### src/rtl/mc_maindec.sv
// Main control FSM for the multicycle MIPS datapath: sequences each instruction
// through fetch/decode/execute/memory/writeback and drives all datapath controls.
module mc_maindec (
  input  logic       clk,
  input  logic       reset,
  input  logic [5:0] op,
  input  logic       zero,
  output logic       memwrite,
  output logic       iord,
  output logic       irwrite,
  output logic       pcwrite,
  output logic       branch,
  output logic       pcen,
  output logic       regdst,
  output logic       memtoreg,
  output logic       regwrite,
  output logic       alusrca,
  output logic [1:0] alusrcb,
  output logic [1:0] pcsrc,
  output logic [1:0] aluop,
  output logic [3:0] state
);

  typedef enum logic [3:0] {
    FETCH   = 4'd0,
    DECODE  = 4'd1,
    MEMADR  = 4'd2,
    MEMRD   = 4'd3,
    MEMWB   = 4'd4,
    MEMWR   = 4'd5,
    RTYPEEX = 4'd6,
    RTYPEWB = 4'd7,
    BEQEX   = 4'd8,
    ADDIEX  = 4'd9,
    ADDIWB  = 4'd10,
    JEX     = 4'd11
  } state_t;

  localparam logic [5:0] OP_LW    = 6'b100011;
  localparam logic [5:0] OP_SW    = 6'b101011;
  localparam logic [5:0] OP_RTYPE = 6'b000000;
  localparam logic [5:0] OP_BEQ   = 6'b000100;
  localparam logic [5:0] OP_ADDI  = 6'b001000;
  localparam logic [5:0] OP_J     = 6'b000010;

  state_t state_q;
  state_t state_n;

  always_comb begin
    state_n = FETCH;
    unique case (state_q)
      FETCH:   state_n = DECODE;
      DECODE: begin
        case (op)
          OP_LW, OP_SW: state_n = MEMADR;
          OP_RTYPE:     state_n = RTYPEEX;
          OP_BEQ:       state_n = BEQEX;
          OP_ADDI:      state_n = ADDIEX;
          OP_J:         state_n = JEX;
          default:      state_n = FETCH;
        endcase
      end
      MEMADR:  state_n = (op == OP_LW) ? MEMRD : MEMWR;
      MEMRD:   state_n = MEMWB;
      RTYPEEX: state_n = RTYPEWB;
      ADDIEX:  state_n = ADDIWB;
      default: state_n = FETCH;
    endcase
  end

  always_ff @(posedge clk) begin
    if (reset) state_q <= FETCH;
    else       state_q <= state_n;
  end

  // Moore decode; unlisted and illegal encodings leave every control at 0
  always_comb begin
    memwrite = 1'b0;
    iord     = 1'b0;
    irwrite  = 1'b0;
    pcwrite  = 1'b0;
    branch   = 1'b0;
    regdst   = 1'b0;
    memtoreg = 1'b0;
    regwrite = 1'b0;
    alusrca  = 1'b0;
    alusrcb  = '0;
    pcsrc    = '0;
    aluop    = '0;
    case (state_q)
      FETCH: begin
        irwrite = 1'b1;
        pcwrite = 1'b1;
        alusrcb = 2'b01;
      end
      DECODE:  alusrcb = 2'b11;
      MEMADR: begin
        alusrca = 1'b1;
        alusrcb = 2'b10;
      end
      MEMRD:   iord = 1'b1;
      MEMWB: begin
        regwrite = 1'b1;
        memtoreg = 1'b1;
      end
      MEMWR: begin
        iord     = 1'b1;
        memwrite = 1'b1;
      end
      RTYPEEX: begin
        alusrca = 1'b1;
        aluop   = 2'b10;
      end
      RTYPEWB: begin
        regdst   = 1'b1;
        regwrite = 1'b1;
      end
      BEQEX: begin
        alusrca = 1'b1;
        branch  = 1'b1;
        pcsrc   = 2'b01;
        aluop   = 2'b01;
      end
      ADDIEX: begin
        alusrca = 1'b1;
        alusrcb = 2'b10;
      end
      ADDIWB:  regwrite = 1'b1;
      JEX: begin
        pcwrite = 1'b1;
        pcsrc   = 2'b10;
      end
      default: ;
    endcase
  end

  assign pcen  = pcwrite | (branch & zero);
  assign state = state_q;

endmodule

### config.mk
export PLATFORM = sky130hd
export DESIGN_NAME = mc_maindec
export DESIGN_NICKNAME = d
export VERILOG_FILES = /design/src/rtl/mc_maindec.sv
export SDC_FILE = /design/constraint.sdc
export NUM_CORES = 1
export LEC_CHECK = 0
export ABC_CLOCK_PERIOD_IN_PS = 2400
export CAP_MARGIN = 20
export CORE_MARGIN = 5
export CORE_UTILIZATION = 27
export DETAILED_ROUTE_END_ITERATION = 12
export PLACE_DENSITY = 0.75
export SYNTH_ARGS = -nofsm -noshare
export SYNTH_HDL_FRONTEND = slang
export SYNTH_SLANG_ARGS = --single-unit
### constraint.sdc
create_clock -name clk -period 2.4 [get_ports clk]
set_input_delay 0.48 -clock clk [delete_from_list [all_inputs] [get_ports clk]]
set_output_delay 0.48 -clock clk [all_outputs]
set_load 0.02 [all_outputs]
==> run metrics <==
PD cells=317 nW/um^2; Post-Synthesis Cells=63; status=completed; Placeable Area=1510 um^2; FF-to-FF setup slack=0.95 ns; IO Count=29; DPL Wire Length=1030 um; Hold WC Path Type=reg2reg; Worst setup SP type=flip-flop; TritonCTS Sinks=4; most frequent cells in the layout=clkdlybuf4s50_1 (23), nor2_1 (8), a21oi_1 (6); Multi-input gate area=312 um^2; Row Count=14; fin nets=102; Tcrit/Tclk final=95.1%; Worst EP required=1.92 ns; fill count=160; total track usage=10.9%; Slew HR=70.9%; final clock skew=0.0000747 ns; number of global-route vias before repair=508; GP Congestion=0.812; Slew Viols, Final=0; die area=2490 um^2; synth top area cells=dfxtp_1 (19%), nand2b_1 (7.3%), a21oi_1 (7.0%); Yosys reg bits=4; commonest non-fill, non-tap cell in the layout=clkdlybuf4s50_1; max-cap check violation count=0; Layout area overhead=72.4%; Final Core Density=49.3%; power share of the clock group=36.8%; CTS tree=done; critical path capture point type=output pin; Min Clock Period, post-route=2.28 ns; GRT overflow=0; Residual DRC=0; peak supply drop=135 uV; Syn Area/Cell=6.83 um^2; register area share after synthesis=18.6%; Max H-tree Level=1; pre-CTS WS=0.207 ns; initial antenna violation count=0; final hold viol count=0; routed wire length=1320 um; Hold Slack=0.729 ns; ANT cells=0; Root Buffer=clkbuf_4; Worst Tran Pin Value=0.433 ns; leakage=0.282 nW; CP Class=reg2out; Flop pwr share=31.7%; Die X=49.9 um; Starting Density=28.6%; Max Freq=438 MHz; Inst Count DP=104; Syn Nets=72; Antenna Nets Post-Route=0; drt wl/cell=12.4 um; max FFs per register=4; vias per cell=5.29; Non-Filler Instances=107; Final WS setup=0.119 ns; DRT Pass-1 Iters=4; clock latency on the worst-skew pair=0.24 ns; Storage cell area=80.1 um^2; CTS hold repair buffers=0; Crit path arrival time=1.80 ns; Sw Share=30.6%; internal power=0.000163 W; synth warn=0; RSZ-0062 raised after global routing=no; first-pass GRT wire length=2160 um; Num CTS Buffers=3; top cell type by total area after synthesis=dfxtp_1; Die Y=49.9 um; Final setup viols=0; CP Max Fanout=13; combinational share of power=31.5%; Port Buf Inserts=28; synthesized area=430 um^2; First DRT Iteration DRCs=11; post-synth top area share=18.6%; clk buf depth=2; post-CTS setup repair buffer count=0; clock slew at reported path FFs=0.04 ns; vias after detailed routing=566; post-route setup TNS=0 ns; Distinct cells, synth=24; largest net degree at the start of global routing=15; layout cell share with drive strength beyond 1=11.0%; Switch Pwr=0.0000718 W
per-stage QoR:
| step | cell area [um^2] | power (W) |
|---|---|---|
| floorplan | 430 | 0.000113 |
| global placement | 718 | 0.000152 |
| detailed placement | 718 | 0.000153 |
| CTS | 737 | 0.000237 |
| global route | 742 | 0.000245 |
| finish | 742 | 0.000235 |
power groups by stage:
stage          clock network, W   logic, W  registers [W]
5_1_grt               0.0000885  0.0000809      0.0000751
2_1_floorplan                 0  0.0000388      0.0000740
6_report              0.0000865  0.0000741      0.0000745
3_3_place_gp                  0  0.0000769      0.0000749
3_5_place_dp                  0  0.0000776      0.0000753
4_1_cts               0.0000877  0.0000754      0.0000742
path summary, 6_finish.rpt:
check / cells after the start / from / to
max: 3 / state[0]$_SDFF_PP0_ / memwrite
min: 2 / state[3]$_SDFF_PP0_ / state[0]$_SDFF_PP0_
max reg2reg: 4 / state[0]$_SDFF_PP0_ / state[0]$_SDFF_PP0_
min reg2reg: 2 / state[3]$_SDFF_PP0_ / state[0]$_SDFF_PP0_
layout make-up:
type / instances / share of cell area [%]
multi-input cells: 52 / 42.0
repair buffers: 31 / 41.0
flip-flops and latches: 4 / 10.8
clock buffers: 3 / 3.04
well taps: 16 / 2.70
inverters: 1 / 0.506
routing by layer:
layer	GRT usage, %	vias up	part of all wire [%]
li1	-	281	-
met1	11.3	247	40
met2	18.9	33	45
met3	1.81	5	12
met4	9.17	0	2.5
met5	0	-	0
synth_stat cells, drive strengths merged:
cell type,instances
a2111oi,1
a21o,2
a21oi,6
buf,6
dfxtp,4
inv,1
nand2,3
nand2b,5
nand3,2
nand3b,2
nor2,8
nor2b,1
nor3,4
nor3b,1
nor4,3
nor4b,1
o211ai,1
o21ai,4
o21bai,1
or2,1
or3,3
or3b,1
xnor2,2
critical path, stage by stage, from the launching register on:
cell and delay, ns:
dfxtp_1 0.55, nand2b_1 0.25, nor2_1 0.14, clkdlybuf4s50_1 0.62
cells by family (layout without fill, tap and decap cells):
logic type / after synthesis / after routing / synth area share (%)
simple gates: 35 / 35 / 46.2
compound gates: 15 / 15 / 22.1
buf+inv: 7 / 35 / 9.01
flops: 4 / 4 / 18.6
xor+xnor: 2 / 2 / 4.07
what timing repair did:
| item | CTS | global route |
|---|---|---|
| endpoints found under the hold margin | 0 | 0 |
| gates resized for setup | 3 | 2 |
| setup endpoints to repair | 3 | 2 |
| cloned | 0 | 0 |
No activity file was read; power rests on OpenSTA's default activity.
